## src/rtl/decode_stage.sv

```systemverilog
// Decode stage: field extraction, register scoreboard for RAW/WAW interlock,
// write-back forwarding, and a single output register toward execute.
module decode_stage #(
    parameter int unsigned XLEN = 64
) (
    input  logic            clk,
    input  logic            rst,
    input  logic            fetch_i_valid,
    input  logic [31:0]     fetch_i_instr,
    input  logic [XLEN-1:0] fetch_i_pc,
    output logic            decode_o_ready,
    output logic [4:0]      decode_o_read_rs1,
    output logic [4:0]      decode_o_read_rs2,
    input  logic [XLEN-1:0] regfile_i_valA,
    input  logic [XLEN-1:0] regfile_i_valB,
    input  logic            write_back_i_reg_wen,
    input  logic [4:0]      write_back_i_reg_rd,
    input  logic [XLEN-1:0] write_back_i_reg_data,
    input  logic            flush_i,
    input  logic            execute_i_ready,
    output logic            decode_o_valid,
    output logic [XLEN-1:0] decode_o_pc,
    output logic [31:0]     decode_o_instr,
    output logic [XLEN-1:0] decode_o_valA,
    output logic [XLEN-1:0] decode_o_valB,
    output logic [4:0]      decode_o_rd,
    output logic            decode_o_reg_wen
);

    localparam logic [6:0] OpLui    = 7'b0110111;
    localparam logic [6:0] OpAuipc  = 7'b0010111;
    localparam logic [6:0] OpJal    = 7'b1101111;
    localparam logic [6:0] OpReg    = 7'b0110011;
    localparam logic [6:0] OpReg32  = 7'b0111011;
    localparam logic [6:0] OpStore  = 7'b0100011;
    localparam logic [6:0] OpBranch = 7'b1100011;

    logic [6:0]      opcode;
    logic [4:0]      rs1, rs2, rd;
    logic            uses_rs1, uses_rs2, reg_wen;
    logic            out_hit_rs1, out_hit_rs2, out_hit_rd;
    logic            wb_hit_rs1, wb_hit_rs2;
    logic            haz_rs1, haz_rs2, haz_waw, hazard;
    logic            ready, accept, fire;
    logic [XLEN-1:0] opa, opb;

    logic [31:0]     busy_q, busy_d;
    logic            valid_q;
    logic [XLEN-1:0] pc_q, vala_q, valb_q;
    logic [31:0]     instr_q;
    logic [4:0]      rd_q;
    logic            reg_wen_q;

    always_comb begin
        opcode = fetch_i_instr[6:0];
        rd     = fetch_i_instr[11:7];
        rs1    = fetch_i_instr[19:15];
        rs2    = fetch_i_instr[24:20];

        uses_rs1 = !((opcode == OpLui) || (opcode == OpAuipc) || (opcode == OpJal));
        uses_rs2 = (opcode == OpReg) || (opcode == OpReg32) || (opcode == OpStore) ||
                   (opcode == OpBranch);
        reg_wen  = !((opcode == OpStore) || (opcode == OpBranch)) && (rd != 5'd0);

        out_hit_rs1 = valid_q && reg_wen_q && (rd_q == rs1);
        out_hit_rs2 = valid_q && reg_wen_q && (rd_q == rs2);
        out_hit_rd  = valid_q && reg_wen_q && (rd_q == rd);
        wb_hit_rs1  = write_back_i_reg_wen && (write_back_i_reg_rd == rs1) && (rs1 != 5'd0);
        wb_hit_rs2  = write_back_i_reg_wen && (write_back_i_reg_rd == rs2) && (rs2 != 5'd0);

        // A same-cycle write-back resolves a scoreboard hit, never an output-register hit.
        haz_rs1 = uses_rs1 && (rs1 != 5'd0) && (out_hit_rs1 || (busy_q[rs1] && !wb_hit_rs1));
        haz_rs2 = uses_rs2 && (rs2 != 5'd0) && (out_hit_rs2 || (busy_q[rs2] && !wb_hit_rs2));
        haz_waw = reg_wen && (busy_q[rd] || out_hit_rd);
        hazard  = haz_rs1 || haz_rs2 || haz_waw;

        fire   = valid_q && execute_i_ready;
        ready  = !rst && !flush_i && !hazard && (!valid_q || execute_i_ready);
        accept = fetch_i_valid && ready;

        opa = '0;
        if (uses_rs1) opa = wb_hit_rs1 ? write_back_i_reg_data : regfile_i_valA;
        opb = '0;
        if (uses_rs2) opb = wb_hit_rs2 ? write_back_i_reg_data : regfile_i_valB;

        // Set after clear so a same-index set wins; a flushed instruction never sets.
        busy_d = busy_q;
        if (write_back_i_reg_wen && (write_back_i_reg_rd != 5'd0)) begin
            busy_d[write_back_i_reg_rd] = 1'b0;
        end
        if (fire && reg_wen_q && !flush_i) busy_d[rd_q] = 1'b1;
        busy_d[0] = 1'b0;
    end

    always_ff @(posedge clk) begin
        if (rst) begin
            busy_q    <= '0;
            valid_q   <= 1'b0;
            pc_q      <= '0;
            instr_q   <= '0;
            vala_q    <= '0;
            valb_q    <= '0;
            rd_q      <= '0;
            reg_wen_q <= 1'b0;
        end else begin
            busy_q <= busy_d;
            if (flush_i) begin
                valid_q <= 1'b0;
            end else if (accept) begin
                valid_q   <= 1'b1;
                pc_q      <= fetch_i_pc;
                instr_q   <= fetch_i_instr;
                vala_q    <= opa;
                valb_q    <= opb;
                rd_q      <= rd;
                reg_wen_q <= reg_wen;
            end else if (fire) begin
                valid_q <= 1'b0;
            end
        end
    end

    assign decode_o_ready    = ready;
    assign decode_o_read_rs1 = rs1;
    assign decode_o_read_rs2 = rs2;
    assign decode_o_valid    = valid_q;
    assign decode_o_pc       = pc_q;
    assign decode_o_instr    = instr_q;
    assign decode_o_valA     = vala_q;
    assign decode_o_valB     = valb_q;
    assign decode_o_rd       = rd_q;
    assign decode_o_reg_wen  = reg_wen_q;

endmodule

```

## config.mk

```make
export PLATFORM = sky130hd
export DESIGN_NAME = decode_stage
export DESIGN_NICKNAME = d
export VERILOG_FILES = /design/src/rtl/decode_stage.sv
export SDC_FILE = /design/constraint.sdc
export NUM_CORES = 1
export LEC_CHECK = 0
export ABC_AREA = 1
export CAP_MARGIN = 30
export CORE_AREA = 2 2 208 210
export DETAILED_ROUTE_END_ITERATION = 10
export DIE_AREA = 0 0 210 212
export RECOVER_POWER = 25
export SLEW_MARGIN = 20
export SYNTH_ARGS = -nofsm -noshare
export SYNTH_HDL_FRONTEND = slang
export SYNTH_SLANG_ARGS = --single-unit
```

## constraint.sdc

```tcl
create_clock -name clk -period 4.6 [get_ports clk]
set_input_delay 0.92 -clock clk [delete_from_list [all_inputs] [get_ports clk]]
set_output_delay 0.92 -clock clk [all_outputs]
set_load 0.01 [all_outputs]
```

======== Word level (Yosys, flattened, before mapping) ========
Index checks and enable logic that the tools add are counted.
cells by class
  multiplexer cells ....................... 18
  equal/unequal tests ..................... 12
  reduce and logical (&&, ||, !) cells .... 53
  $lt $le $gt $ge ......................... 7
  bitwise logic cells ..................... 4
operators by type and width
  kind                                                                                 count
  64-bit two-way mux                                                                   4
  32-bit two-way mux                                                                   2
  32-bit bitwise AND                                                                   1
  32-bit inverter                                                                      1
  32-bit bitwise OR                                                                    1
  5-bit by 6-bit less-than comparator with 1-bit output, second input constant         5
  7-bit by 6-bit == test with 1-bit output, second input constant                      4
  1-bit logical AND                                                                    26
  5-bit == test                                                                        5
  5-bit nonzero test                                                                   4
  1-bit binary-select mux with 5-bit select                                            3
  7-bit == test, second input constant                                                 2
  1-bit logical OR                                                                     12
  1-bit demux with 5-bit select                                                        2
  5-bit by 1-bit greater-or-equal comparator with 1-bit output, second input constant  2
  1-bit zero test                                                                      8
  7-bit by 5-bit == test with 1-bit output, second input constant                      1
  1-bit two-way mux                                                                    7
  2-bit AND reduction                                                                  1
  2-bit nonzero test                                                                   1
  2-bit OR reduction                                                                   1
  1-bit inverter                                                                       1
word-level totals
  word-level logic and storage cells ...... 103
  register bits ........................... 263
  output and inout port bits .............. 242

======== Longest topological paths before layout ========
Gate-level depths: netlist of run 1.
  word-level depth ........................ 14
  gate-level depth with buffers ........... 17
  mapped depth without buffers ............ 15

======== Least setup slack after synthesis of run 1 ========
OpenSTA, ideal clock, no wires.
  kind .................................... input to output
  from .................................... in write_back_i_reg_rd[3]
  to ...................................... out decode_o_ready
  data required time ...................... 3680 ps
  stages on the path ...................... 10
  data arrival time ....................... 2385 ps
  path buffers ............................ 2
  setup slack ............................. 1295 ps
  cell sequence ........................... clkbuf_1 > nor2_1 > nand3b_1 > nor2_1 > nand4_1 > nand3_1 > nand2_1 > nand2_1 > clkbuf_1 > nor3b_1
on the way
  word-level cells in the longest chain between the ends .. 12
  elaborated cells on any way between the ends .. 19
RTL lines
  element                                                   RTL line  text
  start, declared                                           17        input logic [4:0] write_back_i_reg_rd,
  5-bit == test, on equally long branches                   68, 69
  1-bit logical AND, on equally long branches (2 in a row)  68, 69
  1-bit zero test, on equally long branches                 72, 73
  1-bit logical AND, on equally long branches               72, 73
  1-bit logical OR, on equally long branches                72, 73
  1-bit logical AND, on equally long branches               72, 73
  1-bit logical OR (*) (2 in a row)                         75        hazard = haz_rs1 || haz_rs2 || haz_waw;
  1-bit zero test (*)                                       78        ready = !rst && !flush_i && !hazard && (!valid_q || execute_i_ready);
  1-bit logical AND (*) (2 in a row)                        78
  end, declared                                             11        output logic decode_o_ready,
Every way passes the cells marked *; elsewhere a longest branch is shown, timed or not.

======== Worst setup path after layout of run 1 ========
  from .................................... in fetch_i_instr[7]
  to ...................................... out decode_o_ready
on the way
  word-level cells in the longest chain between the ends .. 8
  elaborated cells on any way between the ends .. 12
RTL lines
  element                                                                              RTL line  text
  start, declared                                                                      9         input logic [31:0] fetch_i_instr,
  1-bit binary-select mux with 5-bit select / 5-bit == test (equally long branches)    74, 67
  1-bit two-way mux (not written as such) / 1-bit logical AND (equally long branches)  74, 67
  1-bit logical OR                                                                     74        haz_waw = reg_wen && (busy_q[rd] || out_hit_rd);
  1-bit logical AND (*)                                                                74
  1-bit logical OR (*)                                                                 75
  1-bit zero test (*)                                                                  78
  1-bit logical AND (*) (2 in a row)                                                   78
Every way passes the cells marked *; elsewhere a longest branch is shown, timed or not. The select of a mux whose other input is x is not followed.

==> results of run 1 <==
[through the flow]
| stage | hold WS, ns | total power [mW] | instance area [µm²] | utilization |
|---|---|---|---|---|
| finish | 0.5061 | 5.838 | 20670 | 0.4863 |
| global placement | 0.4946 | 3.450 | 19640 | 0.4621 |
| global route | 0.5369 | 6.103 | 20670 | 0.4862 |
| CTS | 0.5083 | 5.920 | 20650 | 0.4858 |
| detailed placement | 0.4976 | 3.458 | 19640 | 0.4621 |
| floorplan | 0.4747 | 2.866 | 14050 | - |
[registers in the layout (all words and copies together) (netlist names)]
register / flops
decode_o_valB: 64
decode_o_reg_wen: 1
decode_o_pc: 64
decode_o_valA: 64
decode_o_valid: 1
busy_q: 31
decode_o_instr: 32
[worst register-to-register path, stage by stage (launching register included)]
cell,delay [ns]
dfxtp_1,0.68
inv_1,0.32
o22ai_1,0.23
a21oi_1,0.06
o2111ai_1,0.12
nand2_1,0.08
nand2_1,0.10
buf_4,0.37
nand4_4,0.19
buf_12,0.25
nor2_1,0.70
nor2_1,0.09
[per-layer routing]
layer,GRT usage,part of all wire,up-vias
li1,-,-,8127
met5,0,0.00048,-
met4,0.1074,0.029,4
met1,0.3191,0.40,7422
met3,0.07518,0.084,116
met2,0.4494,0.48,626
[worst paths after layout]
path,to,slack (ns),cells after the start
max,decode_o_ready,0.35,13
min,decode_o_pc[59],0.51,4
max reg2reg,decode_o_reg_wen,1.30,11
min reg2reg,decode_o_pc[59],0.51,4
[final cells by class]
| class | instances | area share |
|---|---|---|
| Sequential cell | 257 | 0.2489 |
| Tap cell | 546 | 0.03305 |
| Antenna cell | 14 | 0.001695 |
| Clock inverter | 8 | 0.003450 |
| Timing Repair Buffer | 570 | 0.2742 |
| Inverter | 331 | 0.06029 |
| Clock buffer | 49 | 0.04516 |
| Multi-Input combinational cell | 1649 | 0.3332 |
[power groups by stage]
stage                     clock network [mW]  logic (mW)  registers, mW
after global routing                    2.59        1.14           2.37
after detailed placement                   0        1.05           2.41
final                                   2.44        1.04           2.36
after global placement                     0        1.04           2.41
after floorplan                            0       0.424           2.44
after CTS                               2.50        1.05           2.36
[placed cells by master, fill, tap and decap left out, drive strengths merged]
master | synthesis | final
diode | 0 | 14
nor3b | 2 | 2
nor4 | 1 | 1
a221oi | 1 | 1
nor3 | 9 | 9
a21oi | 139 | 139
inv | 326 | 326
dfxtp | 257 | 257
clkinv | 5 | 10
nand3b | 1 | 1
dlygate4sd3 | 0 | 104
xnor2 | 1 | 1
bufinv | 0 | 1
clkdlybuf4s50 | 0 | 436
nand3 | 103 | 103
o21ai | 48 | 48
xor2 | 5 | 5
a31oi | 1 | 1
nor2 | 445 | 445
o22ai | 8 | 8
o31ai | 1 | 1
a21boi | 1 | 1
o2111ai | 1 | 1
nand2 | 819 | 819
o211ai | 29 | 29
clkinvlp | 0 | 2
nand4 | 33 | 33
buf | 100 | 29
clkbuf | 59 | 50
or2 | 1 | 1
[cells by family after synthesis]
family	share of synthesized area
flops	0.3662
simple gates	0.3952
xor+xnor	0.003740
compound gates	0.08843
buf+inv	0.1465
==> results.json, run 1 <==
{
  "rows": 76,
  "grt_start_max_net_pins": 245,
  "fill_cells": 4401,
  "cpLargestDelayFamily": "buffers and inverters",
  "grt_pass1_vias": 15430,
  "viasPerCell": 4.759,
  "mappedNetlistArea_um2": 14050,
  "yosysMostFrequentCell": "nand2_1",
  "synth_area_leaders": "dfxtp_1, nand2_1, nor2_1",
  "setup_tns_ns": 0,
  "grt_pass1_wl_um": 91870,
  "h-tree-depth": 1,
  "clkSlewWorstSetupHoldPaths_ns": 0.06,
  "outcome": "finished with violations",
  "vdd_drop_max_mv": 0.3107,
  "ff_latch_area_um2": 5145,
  "worstSetupPathType": "primary input to primary output",
  "fin_nets": 3139,
  "die_area_um2": 44520,
  "cts_resized": 0,
  "p_int_mw": 4.265,
  "post-synth-top-area-fraction": 0.3662,
  "pre_cts_slack_ns": 0.3509,
  "drv_cap": 1,
  "die_h_um": 212,
  "grt-ovfl-total": 0,
  "wl_per_cell_um": 18.11,
  "failed_checks": "max-capacitance violations, max-slew violations",
  "path_cells": "clkdlybuf4s50_1 -> buf_4 -> nand2_1 -> nand3_1 -> nand3_1 -> nand3_1 -> nand2_1 -> nand2_1 -> nand3_1 -> nand2_1 -> nand2_1 -> nor3b_1 -> clkdlybuf4s50_1",
  "p_seq_frac": 0.405,
  "ys_ff_latch": 257,
  "layout-drive-gt1-share": 0.03142,
  "finalSetupViolations": 0,
  "antenna_found_initial": 17,
  "cts-root-buf": "clkbuf_16",
  "rsz0062_at_grt": "no",
  "netlist_instances": 2396,
  "path_buf_inv": 3,
  "ys.flop_type": "dfxtp_1",
  "period_share": 0.9230,
  "worst_ep_required_time_ns": 3.68,
  "worstMarginPinSlew_ns": 1.991,
  "hold_viol": 0,
  "areaGrowthSynthToFinish_pct": 47.11,
  "syn_nets": 2695,
  "p_sw_mw": 1.573,
  "synthArstFlopShare": 0,
  "cp_slowest_cell": "clkdlybuf4s50_1",
  "r2r_start": "decode_o_instr[7]",
  "worstSetupEndpointType": "primary output",
  "ys_seq_area_frac": 0.3662,
  "track_usage": 0.2660,
  "io_pins": 541,
  "clkPwrFrac": 0.417,
  "core_um2": 42510,
  "crit_path_frequent_cell": "nand2_1",
  "drt-initial-drc-count": 1078,
  "max_stage_delay_ns": 0.60,
  "fin_skew_ns": 0.02027,
  "power_leakage_nw": 9.987,
  "syn_avg_cell_area_um2": 5.864,
  "dp.cells": 3353,
  "insertion_delay_ns": 0.58,
  "place_hpwl_um": 45090,
  "crit_start": "fetch_i_instr[7]",
  "relSlewSlack": -0.3272,
  "yosysWarnings": 0,
  "drc": 0,
  "layout_setup_ws_ns": 0.3544,
  "cp_max_fo": 15,
  "wl_um": 62020,
  "power_density_nw_per_um2": 282.4,
  "multi_input_comb_area_um2": 6888,
  "start_util": 0.3306,
  "slew_viol_final": 103,
  "port-buffer-count": 540,
  "gp_congestion": 0.9700,
  "arrival_ns": 3.33,
  "hold_class": "register to register",
  "switching_share": 0.2695,
  "hp-start": "decode_o_pc[59]",
  "hold_buffers": 0,
  "cts_tree": "built",
  "num_vias": 16300,
  "layoutNonFillerInstCount": 3424,
  "ys_top_cells_by_count": "nand2_1, nor2_1, inv_1",
  "synth_edf_count": 0,
  "fin_crit_ns": 4.246,
  "ys_types": 31,
  "yosysTopAreaCell": "dfxtp_1",
  "timing.fmax_mhz": 235.5,
  "die_width_um": 210,
  "clock_path_buffers": 3,
  "drt_first_pass_iters": 7,
  "antenna_left": 0,
  "post_cts_buffers": 0,
  "pwr-share-comb": 0.178,
  "startpoint_type": "primary input",
  "numClockSinks": 257,
  "cts_buffers": 31
}
Power figures use the tool's default switching activity.
==> run 2, diff against run 1 <==
==> constraint.sdc (replaced) <==
create_clock -name clk -period 4.6 [get_ports clk]
set_input_delay 0.92 -clock clk [delete_from_list [all_inputs] [get_ports clk]]
set_output_delay 0.92 -clock clk [all_outputs]
set_load 0.02 [all_outputs]
==> results.json, run 2 (synthesis gave the netlist of run 1 again) <==
{
  "cp_slowest_cell": "clkdlybuf4s50_1",
  "die_h_um": 212,
  "drt-initial-drc-count": 1230,
  "p_total_mw": 5.864,
  "wl_um": 61720,
  "pre_cts_slack_ns": 0.1482,
  "place_hpwl_um": 45260,
  "wl_met2_um": 29740,
  "power_leakage_nw": 10.06,
  "drc": 0,
  "mostFrequentLayoutCells": "nand2_1, nor2_1, clkdlybuf4s50_1",
  "die_area_um2": 44520,
  "ff_latch_area_um2": 5145,
  "insertion_delay_ns": 0.57,
  "setup_tns_ns": 0,
  "maxUsedRoutingLayer": "met5",
  "track_usage": 0.2669,
  "io_pins": 541,
  "relSlewSlack": 0.3414,
  "startpoint_type": "primary input",
  "worstSetupPathType": "primary input to primary output",
  "placed_area_um2": 19690,
  "route.met3.wl_um": 5398,
  "wl_met1_um": 24760,
  "clock_path_buffers": 3,
  "port-buffer-count": 540,
  "clkSlewWorstSetupHoldPaths_ns": 0.06,
  "drv_cap": 0,
  "gp_congestion": 0.9819,
  "antenna_found_initial": 10,
  "timing.fmax_mhz": 231.9,
  "outcome": "finished, final reports clean",
  "multi_input_comb_area_um2": 6888,
  "fill_cells": 4353,
  "path_cells": "clkdlybuf4s50_1 -> inv_1 -> nand3_1 -> nor3_1 -> nor3_1 -> nand2_2 -> nand3_1 -> a21oi_1 -> nor3b_1 -> clkdlybuf4s50_1",
  "rows": 76,
  "holdPathStages": 4,
  "cts_resized": 0,
  "r2r_start": "decode_o_instr[9]",
  "vdd_drop_max_mv": 0.2924,
  "r2r_cells": 11,
  "layout_commonest_cell": "nand2_1",
  "hold_buffers": 0,
  "hold_viol": 0,
  "viasPerCell": 4.745,
  "drt_first_pass_iters": 5,
  "cts_buffers": 31,
  "core_um2": 42510,
  "start_util": 0.3306,
  "worstMarginPinSlew_ns": 0.9879,
  "antenna_left": 0,
  "period_share": 0.9374,
  "rr_endpoint": "decode_o_valB[54]",
  "fin_crit_ns": 4.312,
  "hp-start": "decode_o_pc[50]",
  "fin_skew_ns": 0.009507,
  "grt_start_max_net_pins": 271,
  "final_util": 0.4877,
  "die_width_um": 210,
  "max_stage_delay_ns": 0.69,
  "cp_max_fo": 8,
  "layout-drive-gt1-share": 0.03279,
  "grt-ovfl-total": 0,
  "finalSetupViolations": 0,
  "layout_setup_ws_ns": 0.2880,
  "numClockSinks": 257,
  "arrival_ns": 3.39,
  "hold_path_end": "decode_o_pc[50]",
  "layoutNonFillerInstCount": 3424,
  "wl_per_cell_um": 18.02,
  "design_area_um2": 20730,
  "slew_viol_final": 0,
  "areaGrowthSynthToFinish_pct": 47.53,
  "grt_pass1_vias": 15410,
  "worstSetupEndpointType": "primary output",
  "h-tree-depth": 1,
  "dp.cells": 3359,
  "cts_tree": "built",
  "cts-root-buf": "clkbuf_16",
  "worst_ep_required_time_ns": 3.68,
  "timing.hold.ws_ns": 0.5075,
  "grt_pass1_wl_um": 91890,
  "fin_nets": 3146,
  "hold_class": "register to register",
  "rsz0062_at_grt": "no",
  "power_density_nw_per_um2": 282.9,
  "r2r_slack_ns": 1.44,
  "post_cts_buffers": 0,
  "num_vias": 16250
}
## run 2: critical path: cells and delay by family
family          cells  cell delay [ns]
compound gates      1             0.09
buf+inv             3             1.54
simple gates        6             0.82
## run 2: routing by layer
layer / vias to the layer above / track usage
met3: 112 / 0.07400
met1: 7364 / 0.3197
met2: 637 / 0.4598
li1: 8131 / -
met4: 4 / 0.09269
met5: - / 0
## run 2: area by class of cell
type	count	share of cell area
multi-input combinational	1649	0.3323
timing repair buffer	577	0.2776
sequential	257	0.2482
inverter	331	0.06030
clock buffer	47	0.04418
tap	546	0.03296
clock inverter	6	0.003139
antenna	11	0.001328
## run 2: power by group
part,switching (mW),internal (mW)
logic,0.590,0.517
clock network,0.985,1.41
registers,0.0491,2.31
## run 2: worst max path at each step
stage	from	to	slack, ns	depth (start not counted)
after floorplan	write_back_i_reg_rd[3]	decode_o_ready	1.08	10
after global placement	fetch_i_instr[7]	decode_o_ready	0.16	13
after detailed placement	fetch_i_instr[7]	decode_o_ready	0.15	14
after CTS	fetch_i_instr[7]	decode_o_ready	0.14	14
after global routing	fetch_i_instr[8]	decode_o_ready	0.08	12
final	fetch_i_instr[23]	decode_o_ready	0.29	10
